File: config.mk
export PLATFORM = sky130hd
export DESIGN_NAME = ntt_core_param
export DESIGN_NICKNAME = d
export VERILOG_FILES = /design/src/rtl/ntt_core_param.sv
export SDC_FILE = /design/constraint.sdc
export NUM_CORES = 2
export LEC_CHECK = 0
export ABC_AREA = 1
export CAP_MARGIN = 20
export CORE_ASPECT_RATIO = 1.75
export CORE_UTILIZATION = 50
export CTS_CLUSTER_SIZE = 14
export DETAILED_ROUTE_END_ITERATION = 8
export PLACE_DENSITY_LB_ADDON = 0.25
export RECOVER_POWER = 50
export SETUP_SLACK_MARGIN = 0.02
export SKIP_LAST_GASP = 1
export SYNTH_ARGS = -nofsm -noshare
export SYNTH_HDL_FRONTEND = slang
export SYNTH_SLANG_ARGS = --single-unit
export TNS_END_PERCENT = 10
File: constraint.sdc
create_clock -name clk -period 22.6 [get_ports clk]
set_clock_uncertainty 0.2 [all_clocks]
set_input_delay 2.26 -clock clk [delete_from_list [all_inputs] [get_ports clk]]
set_output_delay 2.26 -clock clk [all_outputs]
set_load 0.1 [all_outputs]
File: src/rtl/ntt_core_param.sv
// ntt_core_param
//   Radix-2 in-place NTT / INTT engine over Z_Q. Butterfly addresses are
//   generated from stage/group/butterfly counters, so no address ROM is
//   needed. One single-port synchronous coefficient BRAM and one twiddle ROM
//   are driven from registered outputs. Both memories have a 1-cycle read
//   latency, so read data is valid two cycles after the state that issues the
//   address.
//
//   Optional build macro: NTT_INV_SCALE_EN
//     defined   : an INTT run ends with a scaling pass (SC_RD/SC_WAIT/SC_WR)
//                 that multiplies every coefficient by N_INV.
//     undefined : the scaling states do not exist and INTT output is N*x mod Q.
//
// Ports
//   clk, rst_n   clock (rising edge) and asynchronous active-low reset
//   start        run request, sampled only in IDLE
//   mode         0 = NTT, 1 = INTT, latched when start is accepted
//   busy         high from the cycle after start is accepted until done
//   done         1-cycle completion pulse, coincides with busy falling
//   coeff_addr   BRAM address (registered)
//   coeff_we     BRAM write enable (registered)
//   coeff_din    BRAM write data (registered)
//   coeff_dout   BRAM read data
//   twid_addr    twiddle ROM address (registered)
//   twid_data    twiddle ROM read data
//
// Handshake: start is looked at only while the FSM is in IDLE; start or mode
// activity during a run is ignored. done and the falling edge of busy happen
// in the same cycle, and a start presented in that cycle is accepted.
//
// Twiddle ROM layout: entries 0..N-2 are NTT twiddles, N-1..2N-3 are INTT
// twiddles. The pointer advances once per finished group and is only reloaded
// when a run starts.

module ntt_core_param #(
  parameter int N      = 256,
  parameter int LOGN   = 8,
  parameter int Q      = 7681,
  parameter int N_INV  = 7651,
  parameter int DATA_W = 16,
  parameter int TW_AW  = 9
) (
  input  logic              clk,
  input  logic              rst_n,
  input  logic              start,
  input  logic              mode,
  output logic              busy,
  output logic              done,
  output logic [LOGN-1:0]   coeff_addr,
  output logic              coeff_we,
  output logic [DATA_W-1:0] coeff_din,
  input  logic [DATA_W-1:0] coeff_dout,
  output logic [TW_AW-1:0]  twid_addr,
  input  logic [DATA_W-1:0] twid_data
);

  localparam int SW = $clog2(LOGN);
  localparam int PW = 2 * DATA_W;
  localparam logic [DATA_W:0] QE = (DATA_W + 1)'(Q);
  localparam logic [PW-1:0]   QP = PW'(Q);

  localparam bit PARAMS_OK = (N == (1 << LOGN)) && (N >= 4) &&
                             (Q < (1 << DATA_W)) &&
                             (((N * N_INV) % Q) == 1) &&
                             ((1 << TW_AW) >= 2 * (N - 1));
  if (!PARAMS_OK) begin : g_param_check
    $error("ntt_core_param: inconsistent parameter set");
  end

  typedef enum logic [3:0] {
    IDLE, RD_A, RD_B, LD_A, LD_B, MUL, WR_A, WR_B, NEXT
`ifdef NTT_INV_SCALE_EN
    , SC_RD, SC_WAIT, SC_WR
`endif
  } state_t;

  // Modular helpers; all operands are expected to be < Q.
  function automatic logic [DATA_W-1:0] add_mod(input logic [DATA_W-1:0] x,
                                                input logic [DATA_W-1:0] y);
    logic [DATA_W:0] s;
    s = {1'b0, x} + {1'b0, y};
    if (s >= QE) s = s - QE;
    return s[DATA_W-1:0];
  endfunction

  function automatic logic [DATA_W-1:0] sub_mod(input logic [DATA_W-1:0] x,
                                                input logic [DATA_W-1:0] y);
    logic [DATA_W:0] d;
    if (x >= y) d = {1'b0, x} - {1'b0, y};
    else        d = {1'b0, x} + QE - {1'b0, y};
    return d[DATA_W-1:0];
  endfunction

  function automatic logic [DATA_W-1:0] mul_mod(input logic [DATA_W-1:0] x,
                                                input logic [DATA_W-1:0] y);
    logic [PW-1:0] p;
    logic [PW-1:0] r;
    p = PW'(x) * PW'(y);
    r = p % QP;
    return r[DATA_W-1:0];
  endfunction

  state_t            state, state_nx;
  logic              mode_r, mode_nx;
  logic [SW-1:0]     stage, stage_nx;
  logic [LOGN-1:0]   grp, grp_nx;
  logic [LOGN-1:0]   bfu, bfu_nx;      // butterfly index; coefficient index in the scaling pass
  logic [TW_AW-1:0]  ptr, ptr_nx;
  logic [DATA_W-1:0] reg_a, reg_a_nx;
  logic [DATA_W-1:0] reg_b, reg_b_nx;
  logic [DATA_W-1:0] reg_w, reg_w_nx;
  logic [DATA_W-1:0] reg_t, reg_t_nx;  // NTT: B*W ; INTT: A+B
  logic [DATA_W-1:0] reg_u, reg_u_nx;  // INTT: A-B
  logic              busy_nx, done_nx, we_nx;
  logic [LOGN-1:0]   addr_nx;
  logic [DATA_W-1:0] din_nx;
  logic [TW_AW-1:0]  tw_nx;

  // Butterfly geometry. lg = log2(len): NTT halves len every stage starting
  // at N/2, INTT doubles it starting at 1.
  logic [SW-1:0]   lg;
  logic [LOGN-1:0] len, grp_last, a_addr, b_addr;
  logic            bfu_done, grp_done, stage_done;

  assign lg         = mode_r ? stage : SW'(LOGN - 1) - stage;
  assign len        = LOGN'(1) << lg;
  assign grp_last   = (LOGN'(N / 2) >> lg) - LOGN'(1);
  assign a_addr     = ((grp << lg) << 1) + bfu;
  assign b_addr     = a_addr + len;
  assign bfu_done   = (bfu == len - LOGN'(1));
  assign grp_done   = (grp == grp_last);
  assign stage_done = (stage == SW'(LOGN - 1));

  always_ff @(posedge clk or negedge rst_n) begin
    if (!rst_n) begin
      state      <= IDLE;
      mode_r     <= 1'b0;
      stage      <= '0;
      grp        <= '0;
      bfu        <= '0;
      ptr        <= '0;
      reg_a      <= '0;
      reg_b      <= '0;
      reg_w      <= '0;
      reg_t      <= '0;
      reg_u      <= '0;
      busy       <= 1'b0;
      done       <= 1'b0;
      coeff_we   <= 1'b0;
      coeff_addr <= '0;
      coeff_din  <= '0;
      twid_addr  <= '0;
    end else begin
      state      <= state_nx;
      mode_r     <= mode_nx;
      stage      <= stage_nx;
      grp        <= grp_nx;
      bfu        <= bfu_nx;
      ptr        <= ptr_nx;
      reg_a      <= reg_a_nx;
      reg_b      <= reg_b_nx;
      reg_w      <= reg_w_nx;
      reg_t      <= reg_t_nx;
      reg_u      <= reg_u_nx;
      busy       <= busy_nx;
      done       <= done_nx;
      coeff_we   <= we_nx;
      coeff_addr <= addr_nx;
      coeff_din  <= din_nx;
      twid_addr  <= tw_nx;
    end
  end

  always_comb begin
    state_nx = state;
    mode_nx  = mode_r;
    stage_nx = stage;
    grp_nx   = grp;
    bfu_nx   = bfu;
    ptr_nx   = ptr;
    reg_a_nx = reg_a;
    reg_b_nx = reg_b;
    reg_w_nx = reg_w;
    reg_t_nx = reg_t;
    reg_u_nx = reg_u;
    busy_nx  = busy;
    done_nx  = 1'b0;
    we_nx    = 1'b0;
    addr_nx  = coeff_addr;
    din_nx   = coeff_din;
    tw_nx    = twid_addr;

    case (state)
      IDLE: begin
        if (start) begin
          mode_nx  = mode;
          stage_nx = '0;
          grp_nx   = '0;
          bfu_nx   = '0;
          ptr_nx   = mode ? TW_AW'(N - 1) : '0;
          busy_nx  = 1'b1;
          state_nx = RD_A;
        end
      end
      // NEXT is the first read cycle of every butterfly after the first one;
      // the counters already advanced when WR_B was left.
      RD_A, NEXT: begin
        addr_nx  = a_addr;
        tw_nx    = ptr;
        state_nx = RD_B;
      end
      RD_B: begin
        addr_nx  = b_addr;
        state_nx = LD_A;
      end
      LD_A: begin
        reg_a_nx = coeff_dout;
        state_nx = LD_B;
      end
      LD_B: begin
        reg_b_nx = coeff_dout;
        reg_w_nx = twid_data;   // twid_addr is still held from RD_A
        state_nx = MUL;
      end
      MUL: begin
        if (!mode_r) begin
          reg_t_nx = mul_mod(reg_b, reg_w);
        end else begin
          reg_t_nx = add_mod(reg_a, reg_b);
          reg_u_nx = sub_mod(reg_a, reg_b);
        end
        state_nx = WR_A;
      end
      WR_A: begin
        we_nx    = 1'b1;
        addr_nx  = a_addr;
        din_nx   = mode_r ? reg_t : add_mod(reg_a, reg_t);
        state_nx = WR_B;
      end
      WR_B: begin
        we_nx    = 1'b1;
        addr_nx  = b_addr;
        din_nx   = mode_r ? mul_mod(reg_u, reg_w) : sub_mod(reg_a, reg_t);
        state_nx = NEXT;
        if (!bfu_done) begin
          bfu_nx = bfu + LOGN'(1);
        end else begin
          bfu_nx = '0;
          ptr_nx = ptr + TW_AW'(1);
          if (!grp_done) begin
            grp_nx = grp + LOGN'(1);
          end else begin
            grp_nx = '0;
            if (!stage_done) begin
              stage_nx = stage + SW'(1);
            end else begin
`ifdef NTT_INV_SCALE_EN
              if (mode_r) begin
                state_nx = SC_RD;
              end else begin
                state_nx = IDLE;
                busy_nx  = 1'b0;
                done_nx  = 1'b1;
              end
`else
              state_nx = IDLE;
              busy_nx  = 1'b0;
              done_nx  = 1'b1;
`endif
            end
          end
        end
      end
`ifdef NTT_INV_SCALE_EN
      SC_RD: begin
        addr_nx  = bfu;
        state_nx = SC_WAIT;
      end
      SC_WAIT: begin
        state_nx = SC_WR;
      end
      SC_WR: begin
        we_nx  = 1'b1;
        din_nx = mul_mod(coeff_dout, DATA_W'(N_INV));
        if (bfu == LOGN'(N - 1)) begin
          bfu_nx   = '0;
          state_nx = IDLE;
          busy_nx  = 1'b0;
          done_nx  = 1'b1;
        end else begin
          bfu_nx   = bfu + LOGN'(1);
          state_nx = SC_RD;
        end
      end
`endif
      default: begin
        state_nx = IDLE;
        busy_nx  = 1'b0;
      end
    endcase
  end

endmodule

### Word level (Yosys, flattened, before mapping)

Index checks and enable logic that the tools add are counted.

* flip-flop bits (word level): 149
* input bits: 36
* output and inout port bits: 36
* logic and storage cells: 118

* $add $sub $neg: 18
* multipliers: 2
* div/mod/pow operators: 2
* $lt $le $gt $ge: 4
* eq/ne operators: 16
* shift-type cells: 3
* muxes and demuxes: 40
* bitwise gates (word level): 1
* reduce and logical (&&, ||, !) cells: 15

Operators with widths (count)
* 2-to-1 mux 16 bit: 7
* remainder unit 32 x 13 -> 32 bit (second input constant): 2
* multiplier 16 x 16 -> 32 bit: 2
* subtractor 16 bit: 4
* case mux 8 bit (2 select lines): 3
* 2-to-1 mux 8 bit: 5
* adder 16 x 16 -> 17 bit: 2
* greater-or-equal comparator 17 x 13 -> 1 bit (second input constant): 2
* greater-or-equal comparator 16 bit: 2
* case mux 16 bit (2 select lines): 1
* case mux 4 bit (8 select lines): 1
* subtractor 16 x 13 -> 16 bit (second input constant): 2
* 2-to-1 mux 9 bit: 2
* case mux 9 bit (2 select lines): 1
* adder 16 x 13 -> 16 bit (second input constant): 1
* adder 8 x 1 -> 8 bit (second input constant): 2
* adder 8 bit: 2
* == test 4 x 3 -> 1 bit (second input constant): 4
* == test 8 bit: 2
* 2-to-1 mux 4 bit: 4
* 2-to-1 mux 3 bit: 5
* inequality test 2 bit (second input constant): 5
* AND reduction 5 bit: 2
* adder 9 x 1 -> 9 bit (second input constant): 1
* 22 further kinds: 37

### Longest topological paths before layout

* depth in word-level cells: 8
* depth in mapped cells: 191
* mapped depth without buffers: 183

### Worst setup path before layout

Ideal clock, no wire load.

* kind: register to register
* start point: reg reg_b[7]
* end point: reg reg_t[6]
* arrival: 20.027 ns
* setup slack: 2.300 ns
* stages on the path, launching flop included: 166
* path buffers: 16
* cells stage by stage: dfrtp_1 clkbuf_1 clkbuf_1 nand2_1 fa_1 inv_1 fa_1 fa_1 fa_1 fa_1 inv_1 fa_1 inv_1 ha_1 nand2_2 inv_2 nand2_2 inv_2 [130 not listed] nor2_2 nand3_2 nand2_4 nand3_4 buf_12 nand2_1 nand2_1 inv_1 ha_1 nand3_1 nor2_2 nand3_2 nand2_2 nand2_4 buf_6 o21ai_1 nand2_1 a21oi_2

* word-level cells in the longest chain between the ends: 4
* elaborated cells between the ends (all ways): 6
* those cells by class: add/sub (1); mul (1); div (1); order compare (1); mux (2)

Ends and longest elaborated chain
* from (decl): RTL line 110 `logic [DATA_W-1:0] reg_b, reg_b_nx;`
* from (signal assigned): RTL line 161 `reg_b <= reg_b_nx;`
* branches (longest 3 deep; another with multiplier 16 x 16 -> 32 bit)
* 2-to-1 mux 16 bit (*): RTL line 226 `if (!mode_r) begin`
* to (signal assigned): RTL line 163 `reg_t <= reg_t_nx;`
* to (decl): RTL line 112 `logic [DATA_W-1:0] reg_t, reg_t_nx;`

Mark *: on every way between the ends.
A chain may end at the register's enable or synchronous reset.

### Worst setup path in the final report

* start point: reg reg_w[12]
* end point: reg reg_t[14]

* word-level cells in the longest chain between the ends: 3

Ends and longest elaborated chain
* from (decl): RTL line 111 `logic [DATA_W-1:0] reg_w, reg_w_nx;`
* from (signal assigned): RTL line 162 `reg_w <= reg_w_nx;`
* multiplier 16 x 16 -> 32 bit: RTL line 98 `p = PW'(x) * PW'(y);`
* remainder unit 32 x 13 -> 32 bit: RTL line 99 `r = p % QP;`
* 2-to-1 mux 16 bit: RTL line 226

No other way between the ends.

==> summary.txt <==
status: finished, violations left
failing checks: max-capacitance violations, max-slew violations
Ys Warns: 0
DR vias: 60141
Final period util: 96.85%
Critical Path AT: 22050 ps
hold buffers post-CTS: 0
TritonCTS clock tree: done
worst r2r src: reg_w[12]
DR WL met2: 97.58 mm
Max-slew headroom: -233.5%
Async SR Flop Fraction: 100.0%
Pins Over Slew Limit: 152
Crit. End Element: register
Seq/Total Area, Yosys: 6.627%
FILL cells: 10497
first-pass GRT wire length: 283.4 mm
layout net count: 10704
Worst Hold End: grp[5]
Clock Pin Slew Worst Setup and Hold Paths: 80 ps
Worst Hold Depth: 1
core area: 0.1115 mm²
total gr overflow: 0
post-synth top area cell: nand2_1
largest net degree at the start of global routing: 78
Critical-path top delay cell: fa_1
Die H: 445.8 µm
Final setup viols: 0
Clock Latency Late Sink: 480 ps
die area: 0.1139 mm²
fin area: 0.06874 mm²
share of post-route cells with drive strength above 1: 25.73%
FF+latch count, synth: 149
Tot GR Track Use: 30.29%
number of synthesized flops with an enable pin: 0
DR WL met3: 7.107 mm
Final GP Congestion: 1.030
P&R area growth vs syn: 22.17%
reg2reg setup slack: 710 ps
Synth Cell Area: 0.05627 mm²
commonest cells in the netlist: 2649 x nand2_1, 1710 x inv_1, 683 x nand3_1
ys flop type: dfrtp_1
Fin. Hold Viols: 0
critical path peak fanout: 10
# port buffers: 71
DR DRC count: 0
DRT iter0 DRCs: 3160
share of the synthesized area in the top cell type: 17.67%
Mean Syn Cell Area: 6.187 µm²
Hold Path Class: reg -> reg
slew at the pin closest to its max-slew limit: 5003 ps
most common cell in the netlist: nand2_1
DRT antenna net count: 0
chip width: 255.6 µm
initial antenna violation count: 6
dpl cell area: 0.06287 mm²
vias in the first global route: 59199
Starting Density: 50.47%
maxcap violations: 2
Synth area leaders: nand2_1 18%, fa_1 14%, inv_1 11%, ha_1 7.4%, dfrtp_1 6.6%
Worst R2R Path Depth: 154
WL final: 182.4 mm
CTS Buf Count: 17
worst path required time: 22760 ps
crit start category: register
Num Clock Sinks: 149
min Tclk post-route: 21890 ps
uppermost layer routed: met5
CP peak stage delay: 590 ps
worst flop-to-flop path endpoint: reg_t[14]
I/O Pins: 72
hold_sp: grp[4]
Mapped Nets: 9859
DPL Wire Length: 146.7 mm
highest clock rate: 45.69 MHz
drt wl/cell: 15.95 µm
Setup TNS Final: 0 ps
Netlist cell types: 88
CTS root buffer: clkbuf_16
row count: 162
via/cell ratio: 5.262
cells after synthesis: 9094
clk buf depth: 2
wire length on met1: 62.68 mm
Pre-antenna DRT Iters: 6
CP Class: reg -> reg
CTS H-tree lvls: 4
## worst max path at each step
| stage | slack [ps] | to | from | depth (start not counted) |
|---|---|---|---|---|
| 3_5_place_dp | -90 | reg_t[14] | reg_b[8] | 153 |
| 3_3_place_gp | 260 | reg_t[14] | reg_b[8] | 152 |
| 4_1_cts | 30 | reg_t[14] | reg_w[10] | 153 |
| 2_1_floorplan | 2300 | reg_t[6] | reg_b[7] | 165 |
| 6_report | 710 | reg_t[14] | reg_w[12] | 154 |
| 5_1_grt | -460 | reg_t[8] | reg_w[6] | 163 |
## through the flow
step           utilization (%)  hold slack [ps]  instances  worst slack (ps)
2_1_floorplan                -            235.8       9094              2300
3_3_place_gp             56.40            248.8      11130             258.2
3_5_place_dp             56.40            261.3      11130            -87.19
4_1_cts                  56.95            272.4      11162             26.57
5_1_grt                  61.66            305.6      11429            -463.9
6_report                 61.66            268.9      11430             712.5
## metal layers
metal  up-vias  track usage, %
met2      1712           59.00
met5         -               0
met1     28051           29.82
met4         6           21.42
met3       735           2.534
li1      29637               -
## sequential cells by signal, summed over array words and instances (netlist names)
register	count
state	4
coeff_din	16
mode_r	1
reg_w	16
coeff_we	1
reg_t	16
stage	3
busy	1
ptr	9
grp	8
coeff_addr	8
reg_a	16
bfu	8
twid_addr	9
reg_u	16
done	1
reg_b	16
## placed cells by master, fill, tap and decap left out, types with 158 or more instances in the layout
cell type / netlist / layout
nand3_2: 121 / 161
a21oi_1: 225 / 206
o21ai_0: 202 / 194
ha_1: 333 / 308
nor2_1: 619 / 514
nor2_2: 136 / 159
inv_1: 1710 / 1680
fa_1: 396 / 393
nand2_2: 408 / 480
nand2_4: 142 / 175
nand2_1: 2649 / 2537
nand3_1: 683 / 616
buf_4: 4 / 877
xor2_1: 204 / 201
nand4_1: 158 / 158
## worst max-delay path: cells and delay by family, from the launching register on
kind            cells  cell delay [ps]
compound gates      7             1390
fa+ha+maj           8             3700
buf+inv            27             3170
flops               1              460
simple gates      112            12720
## layout make-up
cell class | instances | area [µm²] | area share (%)
Multi-Input combinational cell | 6908 | 46970 | 68.33
Timing Repair Buffer | 1026 | 8538 | 12.42
Inverter | 1837 | 6988 | 10.17
Sequential cell | 149 | 3796 | 5.523
Tap cell | 1476 | 1847 | 2.687
Clock buffer | 18 | 439.2 | 0.6389
Clock inverter | 14 | 158.9 | 0.2312
Antenna cell | 2 | 5.005 | 0.007281
## cells by family after synthesis
logic type	after synthesis	share of synthesized area [%]
AO/OA/AOI/OAI	673	7.216
AND/OR/NAND/NOR	5189	44.98
flip-flops	149	6.627
buffers and inverters	2066	15.09
adder cells (fa/ha/maj)	729	21.49
multiplexers	17	0.3402
XOR/XNOR	271	4.252
## repair_timing
| item | 4_1_cts | 5_1_grt |
|---|---|---|
| gates cloned | 0 | 34 |
| pin swaps | 0 | 304 |
| gates resized for setup | 14 | 703 |
| buffers inserted | 0 | 232 |
| endpoints found under the setup margin | 23 | 32 |
| endpoints found under the hold margin | 0 | 0 |
Power is left out: the tool's default activity adds up to more than one toggle a clock period on the data nets, which glitch-free logic cannot reach.
